File: config.mk
export PLATFORM = sky130hd
export DESIGN_NAME = clause_scan_controller
export DESIGN_NICKNAME = d
export VERILOG_FILES = /design/src/rtl/clause_scan_controller.sv
export SDC_FILE = /design/constraint.sdc
export NUM_CORES = 1
export LEC_CHECK = 0
export CAP_MARGIN = 20
export CORE_ASPECT_RATIO = 0.5
export CORE_MARGIN = 2
export CORE_UTILIZATION = 30
export DETAILED_ROUTE_END_ITERATION = 8
export SYNTH_ARGS = -nofsm -noshare
export SYNTH_HDL_FRONTEND = slang
export SYNTH_SLANG_ARGS = --single-unit
File: constraint.sdc
create_clock -name clock -period 3.49 [get_ports clock]
set_input_delay 0.349 -clock clock [delete_from_list [all_inputs] [get_ports clock]]
set_output_delay 0.349 -clock clock [all_outputs]
set_load 0.02 [all_outputs]
File: src/rtl/clause_scan_controller.sv
// ---------------------------------------------------------------------------
// clause_scan_controller
//   Runs one unit-propagation pass over clause memory: fetches clauses
//   0..num_clauses-1 one at a time, samples the clause evaluator one cycle
//   after each read, and queues implications from unit clauses in a small
//   FIFO for the assignment stage. A conflicting clause ends the pass early.
//
// Ports
//   clock, reset_n     rising-edge clock, synchronous active-low reset
//   start, num_clauses begin a pass over num_clauses clauses (IDLE/DONE only)
//   abort              cancel the pass and flush queued implications
//   clause_rd_en/addr  clause RAM read strobe and address
//   eval_*             evaluator result for the clause read last cycle
//   impl_valid/var/value, impl_ready   implication FIFO head, pop handshake
//   busy, done         pass in progress, one-cycle end-of-pass pulse
//   conflict, conflict_idx   sticky conflict flag and offending clause index
//   unit_count         implications pushed during this pass (saturating)
// ---------------------------------------------------------------------------
module clause_scan_controller #(
    parameter int NUM_CLAUSE     = 256,
    parameter int CLAUSE_INDEX   = $clog2(NUM_CLAUSE),
    parameter int NUM_VARIABLE   = 128,
    parameter int VARIABLE_INDEX = $clog2(NUM_VARIABLE),
    parameter int FIFO_DEPTH     = 8
) (
    input  logic                      clock,
    input  logic                      reset_n,
    input  logic                      start,
    input  logic [CLAUSE_INDEX:0]     num_clauses,
    input  logic                      abort,
    output logic                      clause_rd_en,
    output logic [CLAUSE_INDEX-1:0]   clause_rd_addr,
    input  logic                      eval_unit,
    input  logic [VARIABLE_INDEX-1:0] eval_var,
    input  logic                      eval_value,
    input  logic                      eval_conflict,
    output logic                      impl_valid,
    output logic [VARIABLE_INDEX-1:0] impl_var,
    output logic                      impl_value,
    input  logic                      impl_ready,
    output logic                      busy,
    output logic                      done,
    output logic                      conflict,
    output logic [CLAUSE_INDEX-1:0]   conflict_idx,
    output logic [CLAUSE_INDEX:0]     unit_count
);

    localparam int PTR_W = $clog2(FIFO_DEPTH);
    localparam int CNT_W = PTR_W + 1;
    localparam logic [CNT_W-1:0]        FIFO_FULL = CNT_W'(FIFO_DEPTH);
    localparam logic [CLAUSE_INDEX:0]   UNIT_MAX  = '1;

    typedef enum logic [2:0] {IDLE, FETCH, EVAL, STALL, DONE} state_t;

    state_t state, state_next;

    logic [CLAUSE_INDEX:0]     num_q;
    logic [CLAUSE_INDEX-1:0]   idx;
    logic [VARIABLE_INDEX-1:0] pend_var;
    logic                      pend_value;

    // Each entry is {variable, value}.
    logic [VARIABLE_INDEX:0]   fifo_mem [FIFO_DEPTH];
    logic [PTR_W-1:0]          wr_ptr, rd_ptr;
    logic [CNT_W-1:0]          fifo_count;

    logic                      pop, space, last;
    logic                      start_pass, push_en, load_pending, advance;
    logic                      set_conflict, enter_done;
    logic [VARIABLE_INDEX-1:0] push_var;
    logic                      push_value;

    assign impl_valid = (fifo_count != '0);
    assign impl_var   = fifo_mem[rd_ptr][VARIABLE_INDEX:1];
    assign impl_value = fifo_mem[rd_ptr][0];

    // A pop in the same cycle frees a slot, so a full FIFO can still accept.
    assign pop   = impl_valid & impl_ready;
    assign space = (fifo_count != FIFO_FULL) | pop;
    assign last  = ({1'b0, idx} == num_q - (CLAUSE_INDEX+1)'(1));

    always_ff @(posedge clock) begin
        if (!reset_n) state <= IDLE;
        else          state <= state_next;
    end

    always_comb begin
        // NOTE: every signal gets a default before the case so no path
        // leaves one unassigned and no latch is inferred.
        state_next     = state;
        clause_rd_en   = 1'b0;
        clause_rd_addr = '0;
        busy           = 1'b0;
        start_pass     = 1'b0;
        push_en        = 1'b0;
        push_var       = eval_var;
        push_value     = eval_value;
        load_pending   = 1'b0;
        advance        = 1'b0;
        set_conflict   = 1'b0;

        case (state)
            IDLE, DONE: begin
                if (start) begin
                    start_pass = 1'b1;
                    state_next = (num_clauses == '0) ? DONE : FETCH;
                end
            end
            FETCH: begin
                busy           = 1'b1;
                clause_rd_en   = 1'b1;
                clause_rd_addr = idx;
                state_next     = EVAL;
            end
            EVAL: begin
                busy = 1'b1;
                if (eval_conflict) begin
                    set_conflict = 1'b1;
                    state_next   = DONE;
                end else if (eval_unit && !space) begin
                    load_pending = 1'b1;
                    state_next   = STALL;
                end else begin
                    push_en = eval_unit;
                    if (last) begin
                        state_next = DONE;
                    end else begin
                        advance    = 1'b1;
                        state_next = FETCH;
                    end
                end
            end
            STALL: begin
                busy       = 1'b1;
                push_var   = pend_var;
                push_value = pend_value;
                if (space) begin
                    push_en = 1'b1;
                    if (last) begin
                        state_next = DONE;
                    end else begin
                        advance    = 1'b1;
                        state_next = FETCH;
                    end
                end
            end
            default: state_next = IDLE;
        endcase

        // Abort wins over everything but reset: no push, no done, no restart.
        if (abort) begin
            state_next   = IDLE;
            start_pass   = 1'b0;
            push_en      = 1'b0;
            load_pending = 1'b0;
            advance      = 1'b0;
            set_conflict = 1'b0;
        end

        // Restarting from DONE with zero clauses re-enters DONE and must pulse.
        enter_done = (state_next == DONE) && ((state != DONE) || start_pass);
    end

    always_ff @(posedge clock) begin
        if (!reset_n) begin
            // NOTE: the FIFO storage is reset because impl_var/impl_value
            // read straight from it and must come out of reset as zero.
            for (int i = 0; i < FIFO_DEPTH; i++) fifo_mem[i] <= '0;
            wr_ptr       <= '0;
            rd_ptr       <= '0;
            fifo_count   <= '0;
            num_q        <= '0;
            idx          <= '0;
            pend_var     <= '0;
            pend_value   <= 1'b0;
            done         <= 1'b0;
            conflict     <= 1'b0;
            conflict_idx <= '0;
            unit_count   <= '0;
        end else begin
            // NOTE: non-blocking assignments here so every register sees the
            // pre-edge value of every other, independent of statement order.
            done <= enter_done;

            if (start_pass) begin
                num_q      <= num_clauses;
                idx        <= '0;
                conflict   <= 1'b0;
                unit_count <= '0;
            end
            if (advance) idx <= idx + CLAUSE_INDEX'(1);
            if (set_conflict) begin
                conflict     <= 1'b1;
                conflict_idx <= idx;
            end
            if (load_pending) begin
                pend_var   <= eval_var;
                pend_value <= eval_value;
            end
            if (push_en && (unit_count != UNIT_MAX)) unit_count <= unit_count + (CLAUSE_INDEX+1)'(1);

            if (abort) begin
                wr_ptr     <= '0;
                rd_ptr     <= '0;
                fifo_count <= '0;
            end else begin
                if (push_en) begin
                    fifo_mem[wr_ptr] <= {push_var, push_value};
                    wr_ptr           <= wr_ptr + PTR_W'(1);
                end
                if (pop) rd_ptr <= rd_ptr + PTR_W'(1);
                case ({push_en, pop})
                    2'b10:   fifo_count <= fifo_count + CNT_W'(1);
                    2'b01:   fifo_count <= fifo_count - CNT_W'(1);
                    default: fifo_count <= fifo_count;
                endcase
            end
        end
    end

endmodule

After elaboration in Yosys (flattened, before gate mapping)
Memory sizes are Yosys's and may differ from the RTL's. A register that Yosys moved wholly into a read port is not among the register bits. Index checks and enable logic that the tools add are counted.

Register bits after elaboration: 57. Memory bits (writable): 64. Input bits: 24. Output and inout port bits: 38. Memories: 1.

$add $sub $neg: 7. Eq/ne operators: 11. Multiplexer cells: 51. Bitwise gates (word level): 3. Reduce and logical (&&, ||, !) cells: 16.

Memories: fifo_mem (depth 8, bits a word 8, read ports 1, clocked after memory_dff 1, wr ports 8, line 63) `logic [VARIABLE_INDEX:0] fifo_mem [FIFO_DEPTH];`.

Operator list (count): $mux 8 (4); $mux 1 (30); $mux 3 (10); $mux 9 (2); $pmux 3 s4 (1); $add 9x1->9 const B (1); $eq 8x9->1 (1); $logic_not 9->1 (1); $ne 9x9->1 const B (1); $sub 9x1->9 const B (1); $add 8x1->8 const B (1); $pmux 4 s2 (1); $reduce_bool 2->1 (4); $reduce_or 8->1 (1); $mux 7 (1); $add 3x1->3 const B (2); $eq 3x2->1 const B (2); $eq 3x3->1 const B (2); $add 4x1->4 const B (1); $ne 4x4->1 const B (1); $pmux 1 s2 (2); $reduce_bool 4->1 (1); $reduce_or 2->1 (2); $sub 4x1->4 const B (1); other kinds (12) (14).

Longest topological paths before layout
Gate-level depths: netlist (run 1).

Word-level depth: 15. Mapped depth: 11. Depth with buffers taken out: 10.

Least setup slack after synthesis (run 1)
No wires, ideal clock.

Path type: reg2reg. Start: reg fifo_count[0]. End: reg fifo_count[3]. Library setup time: 0.070 ns. Arrival time: 2.676 ns. Setup slack: 0.744 ns. Stages on the path, launching flop included: 12. Buffers on the path: 1. Clock period less this slack: 2.746 ns. Cells stage by stage: dfxtp_1 -> or3_4 -> or2_1 -> and2_1 -> clkbuf_1 -> ha_1 -> ha_1 -> a21o_1 -> a21oi_1 -> xnor2_1 -> or3_1 -> a21oi_1.

Longest elaborated chain between the ends: 11. Elaborated cells on any way between the ends: 17. Those cells by class: add/sub (2); eq/ne (3); mux (6); bitwise (2); reduce/logical (4).

RTL lines: from (decl) (line 65) `logic [CNT_W-1:0] fifo_count;`; from (signal assigned) (line 213) `2'b10: fifo_count <= fifo_count + CNT_W'(1);`; from (signal assigned) (line 214) `2'b01: fifo_count <= fifo_count - CNT_W'(1);`; from (signal assigned) (line 215) `default: fifo_count <= fifo_count;`; $reduce_bool 4->1 * (line 73) `assign impl_valid = (fifo_count != '0);`; named net impl_valid (line 37) `output logic impl_valid,`; $and 1x1->1 * (line 78) `assign pop = impl_valid & impl_ready;`; named net pop (line 67) `logic pop, space, last;`; $or 1x1->1 (line 79) `assign space = (fifo_count != FIFO_FULL) | pop;`; $logic_not 1->1 (line 120) `end else if (eval_unit && !space) begin`; $logic_and 1x1->1 (line 120); $mux 1 (line 120); $mux 1 (line 117) `if (eval_conflict) begin`; $pmux 1 s2 (line 102) `case (state)`; $mux 1 (line 151) `if (abort) begin`; $eq 2x1->1 / $eq 2x2->1 (equally long branches) (line 212) `case ({push_en, pop})`; $pmux 4 s2 / $reduce_bool 2->1 (equally long branches).

The timed path passes the listed nets; every way through them passes the cells marked *. A chain may end at the register's enable or synchronous reset.

==> results of run 1 <==
-- cell usage in the layout (no fill, tap or decap), types with 3 or more instances in the layout --
cell | Yosys | routed
sky130_fd_sc_hd__edfxtp_1 | 64 | 64
sky130_fd_sc_hd__nand2_1 | 39 | 39
sky130_fd_sc_hd__xor2_1 | 6 | 6
sky130_fd_sc_hd__buf_4 | 1 | 14
sky130_fd_sc_hd__clkdlybuf4s50_1 | 0 | 61
sky130_fd_sc_hd__nand2b_1 | 6 | 6
sky130_fd_sc_hd__or3_1 | 4 | 4
sky130_fd_sc_hd__o21ai_1 | 7 | 7
sky130_fd_sc_hd__and3_1 | 6 | 6
sky130_fd_sc_hd__o21ai_0 | 3 | 3
sky130_fd_sc_hd__nor2b_1 | 6 | 6
sky130_fd_sc_hd__dfxtp_1 | 60 | 60
sky130_fd_sc_hd__nor2_1 | 123 | 123
sky130_fd_sc_hd__mux4_2 | 16 | 16
sky130_fd_sc_hd__inv_1 | 11 | 11
sky130_fd_sc_hd__nor3_1 | 6 | 6
sky130_fd_sc_hd__inv_6 | 0 | 4
sky130_fd_sc_hd__a21oi_1 | 32 | 32
sky130_fd_sc_hd__nand4_1 | 9 | 9
sky130_fd_sc_hd__mux2_2 | 9 | 9
sky130_fd_sc_hd__nand3_1 | 14 | 14
sky130_fd_sc_hd__clkinv_4 | 0 | 4
sky130_fd_sc_hd__o221ai_1 | 3 | 3
sky130_fd_sc_hd__mux2i_1 | 27 | 27
sky130_fd_sc_hd__nand4b_1 | 6 | 6
sky130_fd_sc_hd__o211ai_1 | 3 | 3
sky130_fd_sc_hd__ha_1 | 9 | 9
sky130_fd_sc_hd__clkbuf_16 | 0 | 17
sky130_fd_sc_hd__nand3b_1 | 6 | 6
sky130_fd_sc_hd__xnor2_1 | 10 | 10
sky130_fd_sc_hd__and2_1 | 13 | 13
-- power by group through the flow --
stage	Sequential (mW)	Combinational (mW)	Clock (mW)
after CTS	1.58	0.205	1.78
after global placement	1.61	0.202	0
final	1.58	0.201	1.74
after detailed placement	1.61	0.203	0
after global routing	1.59	0.221	1.85
after floorplan	1.60	0.127	0
-- area by class of cell --
| cell class | count | area (um^2) | area share, % |
|---|---|---|---|
| well taps | 266 | 333 | 4.45 |
| clock buffers | 18 | 429 | 5.74 |
| multi-input cells | 394 | 2670 | 35.7 |
| inverters | 12 | 45.0 | 0.603 |
| flip-flops and latches | 124 | 3120 | 41.8 |
| repair buffers | 75 | 716 | 9.58 |
| clock inverters | 14 | 161 | 2.16 |
-- synthesized netlist by cell type (2+ instances only) --
library cell,count,area share [%]
sky130_fd_sc_hd__nor3_1,6,0.50
sky130_fd_sc_hd__or2_1,2,0.21
sky130_fd_sc_hd__buf_2,4,0.34
sky130_fd_sc_hd__xnor2_1,10,1.5
sky130_fd_sc_hd__mux2_2,9,1.7
sky130_fd_sc_hd__dfxtp_1,60,20
sky130_fd_sc_hd__o221ai_1,3,0.44
sky130_fd_sc_hd__a21oi_1,32,2.7
sky130_fd_sc_hd__inv_1,11,0.69
sky130_fd_sc_hd__a2111oi_0,2,0.29
sky130_fd_sc_hd__xor2_1,6,0.88
sky130_fd_sc_hd__nand4b_1,6,0.88
sky130_fd_sc_hd__o211ai_1,3,0.38
sky130_fd_sc_hd__clkbuf_1,23,1.4
sky130_fd_sc_hd__and3_1,6,0.63
sky130_fd_sc_hd__o21ai_1,7,0.59
sky130_fd_sc_hd__nand4_1,9,0.94
sky130_fd_sc_hd__nand3_1,14,1.2
sky130_fd_sc_hd__nand2_1,39,2.5
sky130_fd_sc_hd__edfxtp_1,64,32
sky130_fd_sc_hd__nor2b_1,6,0.63
sky130_fd_sc_hd__mux2i_1,27,4.5
sky130_fd_sc_hd__o21ai_0,3,0.25
sky130_fd_sc_hd__ha_1,9,1.9
sky130_fd_sc_hd__mux4_2,16,6.0
sky130_fd_sc_hd__buf_6,2,0.38
sky130_fd_sc_hd__nor2_1,123,7.7
sky130_fd_sc_hd__and2_1,13,1.4
sky130_fd_sc_hd__nand3b_1,6,0.75
sky130_fd_sc_hd__nand2b_1,6,0.63
sky130_fd_sc_hd__or3_1,4,0.42
sky130_fd_sc_hd__a21o_1,2,0.25
-- final timing paths --
kind	end	slack, ns	cells after the start
max	impl_value	0.62	3
min	num_q[8]$_SDFFE_PN0P_	0.47	2
max reg2reg	fifo_count[3]$_SDFFE_PP0P_	0.77	10
min reg2reg	num_q[8]$_SDFFE_PN0P_	0.47	2
-- worst max-delay path, cell delays in order (launching register included) --
cell and delay [ns]:
sky130_fd_sc_hd__dfxtp_1 0.83, sky130_fd_sc_hd__mux4_2 0.43, sky130_fd_sc_hd__mux2_2 0.30, sky130_fd_sc_hd__clkdlybuf4s50_1 0.55
-- kinds of logic after synthesis --
logic type      synth area share [%]
fa+ha+maj                       2.22
simple gates                    20.1
mux                             12.3
xor+xnor                        2.35
compound gates                  7.67
buf+inv                         3.10
flops                           52.3
-- registers in the layout, indices dropped and copies added (netlist names), 4 cells and up, named ones only --
name and count:
pend_var 7, num_q 9, unit_count 9, fifo_count 4, fifo_mem 64, conflict_idx 8
idx 8
-- routing by layer --
layer | share of wire (%) | up-vias
met3 | 4.3 | 6
met5 | 0 | -
met1 | 48 | 2036
li1 | - | 2129
met4 | 0.75 | 0
met2 | 47 | 75
-- through the flow --
| stage | utilization [%] | instances | setup slack, ns | cell area [um^2] |
|---|---|---|---|---|
| after floorplan | - | 561 | 0.744 | 5970 |
| after global placement | 35.4 | 871 | 0.542 | 6880 |
| after detailed placement | 35.4 | 871 | 0.507 | 6880 |
| after CTS | 38.4 | 903 | 0.571 | 7470 |
| after global routing | 38.4 | 903 | 0.516 | 7470 |
| final | 38.4 | 903 | 0.620 | 7470 |
==> results.md, run 1 <==
- Outcome: completed
- Wire length reported by the detailed router: 13700 um
- Clock net sink count: 124
- Row Count: 36
- # fillers: 1916
- Yosys cell types: 60
- Wire length of the first global-routing pass: 22500 um
- Top_reg_cell synth: sky130_fd_sc_hd__edfxtp_1
- Leakage: 2.79 nW
- Number of synthesized flops with an enable pin: 64
- HPWL Detailed: 9550 um
- Total setup violations reported at the end of the flow: 0
- Count of port buffers added during placement: 61
- Detail-routed net length per standard cell: 15.2 um
- Data arrival time of the critical path: 2.52 ns
- Skew final: 0.0120 ns
- Count of warnings emitted by yosys: 0
- Global-route track usage on met2: 21.8%
- Min Hold Slack: 0.473 ns
- Post-synthesis cell area: 0.00597 mm^2
- Hold Crit Class: flip-flop to flip-flop
- Highest fanout seen on the critical path: 16
- Type of element launching the critical path: flip-flop
- DRT antenna net count: 0
- H-tree level count: 4
- Die width: 203 um
- Vias in the first global route: 4242
- Detailed router's first-iteration violation count: 354
- Signed area change from the synthesized netlist to the final layout: 25.2%
- Peak clock frequency supported by timing: 348 MHz
- Number of setup buffers added after CTS: 0
- Sequential area share after synthesis: 52.3%
- Number of instances in the synthesized netlist: 561
- Slew Limit Headroom: 40.2%
- GRT Total Usage: 13.8%
- Count of antenna diodes in the layout: 0
- Last weighted congestion value of the routability-driven placer: 0.745
- Busiest layer in global routing: met2
- Maximum number of pins on one net before global-route repair: 43
- Number of antenna violations at the first check in global routing: 0
- Global routing usage on met1: 18.1%
- Hold buffer count at cts: 0
- NumNets Final: 658
- Type of element capturing the critical path: output port
- Remaining routing DRC violations: 0
- Detailed-route via count: 4246
- Clock insertion delay at the later pin of the skew report: 0.41 ns
- Proportion of layout cells with a drive suffix above 1: 12.9%
- Number of hold violations in the final report: 0
- Total congestion overflow after global routing: 0
- Total Negative Setup Slacks: 0 ns
- Number of instances resized during post-cts repair: 0
- Clock-pin slew reported for the worst setup and hold paths after clock tree synthesis: 0.06 ns
- Floorplan core area: 0.0195 mm^2
- Power per cell area: 472 mW/mm^2
- Syn avg cell area: 10.6 um^2
- Pre-antenna DRT Iters: 4
- Internal power: 2.71 mW
- Min-delay src: num_q[8]$_SDFFE_PN0P_
- Switching share of power: 23.1%
- Worst Path Required: 3.14 ns
- Number of vias per cell: 4.70
- Total chip power: 3.53 mW
- Starting density of the core: 30.7%
- Fin. max-slew vios: 0
- Fraction of the cycle the final worst path needs: 82.2%
- GR Layer Usage met3: 4.22%
- Final Critical Period: 2.87 ns
- Area of the die: 0.0211 mm^2
- Switching power: 0.815 mW
- Die Y-Extent: 104 um
- Clock Tree Buf Depth: 2
- CTS root buf: sky130_fd_sc_hd__clkbuf_16
- Proportion of power drawn by the clock network: 49.4%
- R2R Path Start: fifo_count[0]$_SDFFE_PP0P_
- RSZ-0062 raised after global routing: false
- Post-synthesis sequential element count: 124
- CTS buffer count: 17
- Share of total power in sequential cells: 44.9%
- Net Count, Synth: 595
- WS Path Type: flip-flop to output port
- Clock tree from TritonCTS: yes
- Slew @ Worst Pin: 0.873 ns
- Share of async-settable or async-resettable flops after synthesis: 0%
- Max-cap violations: 0
- Maximum resistive drop on vdd: 0.000366 V
- Combinational power share: 5.7%
- I/O pins: 62
(Power assumes the default switching activity.)
==> run 2, diff against run 1 <==
- clock period: 3.49 -> 2.33 ns (I/O delays scaled with it)
==> results.md, run 2 (synthesized netlist as in run 1, its figures left out) <==
- Outcome: completed
- Slew Limit Headroom: 58.8% (+19 points)
- Internal power: 4.24 mW (+56%)
- Proportion of layout cells with a drive suffix above 1: 22.8% (+10 points)
- Pre-antenna DRT Iters: 4 (unchanged)
- Count of port buffers added during placement: 61 (unchanged)
- Maximum number of pins on one net before global-route repair: 23 (-47%)
- Die Y-Extent: 104 um (unchanged)
- Worst Path Required: 2.68 ns (-0.46 ns)
- Regs by FF count: fifo_mem: 64 flops, num_q: 9 flops, unit_count: 9 flops
- Vias in the first global route: 4619 (+8.9%)
- Total congestion overflow after global routing: 0 (unchanged)
- Clock-pin slew reported for the worst setup and hold paths after clock tree synthesis: 0.06 ns (about the same)
- Area of the die: 0.0211 mm^2 (unchanged)
- Die width: 203 um (unchanged)
- Reg-to-reg setup timing slack: 0.04 ns (-0.73 ns)
- Hold Crit Class: primary input to flip-flop
- R2R Path Start: fifo_count[2]$_SDFFE_PP0P_
- Detailed router's first-iteration violation count: 262 (-26%)
- Number of hold violations in the final report: 0 (unchanged)
- Clock net sink count: 124 (unchanged)
- Length in cells of the worst reg-to-reg path: 10 (unchanged)
- Detail-routed net length per standard cell: 15.7 um (+3.5%)
- Largest stage delay, worst path: 0.38 ns (-0.45 ns)
- Area of all placed cells without fillers: 0.00810 mm^2 (+8.4%)
- Commonest cells after routing, fill and taps aside: 123 x sky130_fd_sc_hd__nor2_1, 64 x sky130_fd_sc_hd__edfxtp_1, 57 x sky130_fd_sc_hd__buf_4
- Number of vias per cell: 4.74 (+0.81%)
- Detailed-route via count: 4541 (+6.9%)
- Standard cell area after detailed placement: 0.00742 mm^2 (+7.8%)
- Count of antenna diodes in the layout: 0 (unchanged)
- Top cell by count, worst path: sky130_fd_sc_hd__ha_4
- Maximum resistive drop on vdd: 0.000495 V (+35%)
- Largest reg by FF count: fifo_mem
- Hold EP: num_q[7]$_SDFFE_PN0P_
- Hold buffer count at cts: 0 (unchanged)
- Slew @ Worst Pin: 0.616 ns (-0.256 ns)
- Max-cap violations: 0 (unchanged)
- Total chip power: 5.55 mW (+57%)
- Switching share of power: 23.6% (+0.49 points)
- Share of total power in sequential cells: 42.7% (-2.2 points)
- Cell-by-cell listing of the critical path: or3_4, or2_4, and2_4, ha_4, ha_4, a21o_1, a21oi_2, xnor2_1, or3_1, a21oi_1
- Proportion of power drawn by the clock network: 50.6% (+1.2 points)
- Signed area change from the synthesized netlist to the final layout: 35.7%
- Slowest cell on crit path: sky130_fd_sc_hd__or3_4
- Switching power: 1.31 mW (+60%)
- Wire length reported by the detailed router: 15100 um (+9.8%)
- Peak clock frequency supported by timing: 437 MHz
- RSZ-0062 raised after global routing: true
- Skew final: 0.00702 ns (-0.00493 ns)
- Cell depth of the worst hold path: 3 (+1)
- Min-delay src: num_clauses[7]
- Leakage: 3.18 nW (+14%)
- Clock Tree Buf Depth: 2 (unchanged)
- Floorplan core area: 0.0195 mm^2 (unchanged)
- Type of element launching the critical path: flip-flop
- I/O pins: 62 (unchanged)
- Power per cell area: 685 mW/mm^2 (+45%)
- HPWL Detailed: 10200 um (+6.9%)
- Row Count: 36 (unchanged)
- Clock tree from TritonCTS: yes
- GRT Total Usage: 15.0% (+1.2 points)
- CTS buffer count: 17 (unchanged)
- Most common cell after layout, fill and taps aside: sky130_fd_sc_hd__nor2_1
- Fin. max-slew vios: 0 (unchanged)
- Wire length of the first global-routing pass: 24700 um (+9.7%)
- H-tree level count: 4 (unchanged)
- Last weighted congestion value of the routability-driven placer: 0.775 (+4.0%)
- Sum of buffers and inverters on the critical path: 0 (-1)
- Fraction of the cycle the final worst path needs: 98.2%
- DRT antenna net count: 0 (unchanged)
- Remaining routing DRC violations: 0 (unchanged)
- Combinational power share: 6.8% (+1.1 points)
- Max FFs per register: 64 (unchanged)
- CTS root buf: sky130_fd_sc_hd__clkbuf_16
- Number of antenna violations at the first check in global routing: 0 (unchanged)
- Least setup slack across all paths after layout: 0.0426 ns (-0.577 ns)
- Type of element capturing the critical path: flip-flop
- Crit Reg-Reg Endpoint: fifo_count[3]$_SDFFE_PP0P_
- Clock insertion delay at the later pin of the skew report: 0.41 ns (about the same)
- Starting density of the core: 30.7% (unchanged)
- Data arrival time of the critical path: 2.63 ns (+0.11 ns)
- Final Critical Period: 2.29 ns
- Worst setup slack after placement: -0.0870 ns (-0.594 ns)
- NumNets Final: 713 (+8.4%)
- WS Path Type: flip-flop to flip-flop
- Cell class contributing the biggest share of worst-path delay: simple AND/OR/NAND/NOR gates
- Total setup violations reported at the end of the flow: 0 (unchanged)
- Highest fanout seen on the critical path: 3 (-13)
==> run 2: cell count changes in the layout (fill, tap and decap cells not counted), sizes merged <==
cell           before  now
clkdlybuf4s50      61   45
buf                14   74
clkdlybuf4s15       0    1
inv                16   19
bufbuf              0    1
dlygate4sd2         0    8
clkinv              6    3
bufinv              2    3
==> run 2: through the flow <==
stage | utilization [%] | setup TNS, ns | hold WS, ns | instances
CTS | 41.4 | -0.00179 | 0.393 | 956
global route | 41.6 | -0.0692 | 0.430 | 958
global placement | 38.1 | -0.0589 | 0.458 | 921
finish | 41.6 | 0 | 0.406 | 958
detailed placement | 38.1 | -0.0870 | 0.466 | 921
floorplan | - | -0.147 | 0.369 | 561
==> run 2: final cells by class <==
| type | instances | area [um^2] |
|---|---|---|
| fill | 1877 | 11400 |
| clock inverter | 15 | 198 |
| multi-input combinational | 394 | 2730 |
| clock buffer | 17 | 425 |
| tap | 266 | 333 |
| sequential | 124 | 3130 |
| timing repair buffer | 130 | 1240 |
| inverter | 12 | 45.0 |
==> run 2: layer usage <==
layer	GRT usage [%]	wire length, um	share of wire, %	up-vias
li1	-	-	-	2241
met1	19.0	6960	46	2218
met2	25.9	7500	50	70
met3	2.80	465	3.1	12
met4	4.59	136	0.90	0
met5	0	0	0	-
==> run 2: worst max-delay path by stage <==
| stage | start | endpoint | cells after the start |
|---|---|---|---|
| global route | fifo_count[2]$_SDFFE_PP0P_ | fifo_count[3]$_SDFFE_PP0P_ | 10 |
| CTS | fifo_count[2]$_SDFFE_PP0P_ | fifo_count[3]$_SDFFE_PP0P_ | 10 |
| finish | fifo_count[2]$_SDFFE_PP0P_ | fifo_count[3]$_SDFFE_PP0P_ | 10 |
| detailed placement | eval_unit | fifo_count[3]$_SDFFE_PP0P_ | 10 |
| global placement | eval_unit | fifo_count[3]$_SDFFE_PP0P_ | 10 |
| floorplan | fifo_count[1]$_SDFFE_PP0P_ | fifo_count[3]$_SDFFE_PP0P_ | 11 |
==> run 2: repair_timing <==
item                       CTS  global route
resized for setup           41            10
pin swaps                    6             4
hold endpoints to repair     0             0
setup endpoints to repair   18            11
setup buffers                2             1
gates cloned                 1             1
==> run 2: power groups by stage <==
stage,Sequential [mW],Combinational (mW),Clock [mW]
4_1_cts,2.36,0.373,2.86
3_5_place_dp,2.41,0.373,0
5_1_grt,2.37,0.407,2.95
6_report,2.37,0.374,2.81
2_1_floorplan,2.40,0.191,0
3_3_place_gp,2.41,0.371,0
==> run 2: worst min-delay path, cell delays in order <==
cell	delay, ns
sky130_fd_sc_hd__clkdlybuf4s50_1	0.42
sky130_fd_sc_hd__nand2_1	0.07
sky130_fd_sc_hd__a21oi_1	0.05
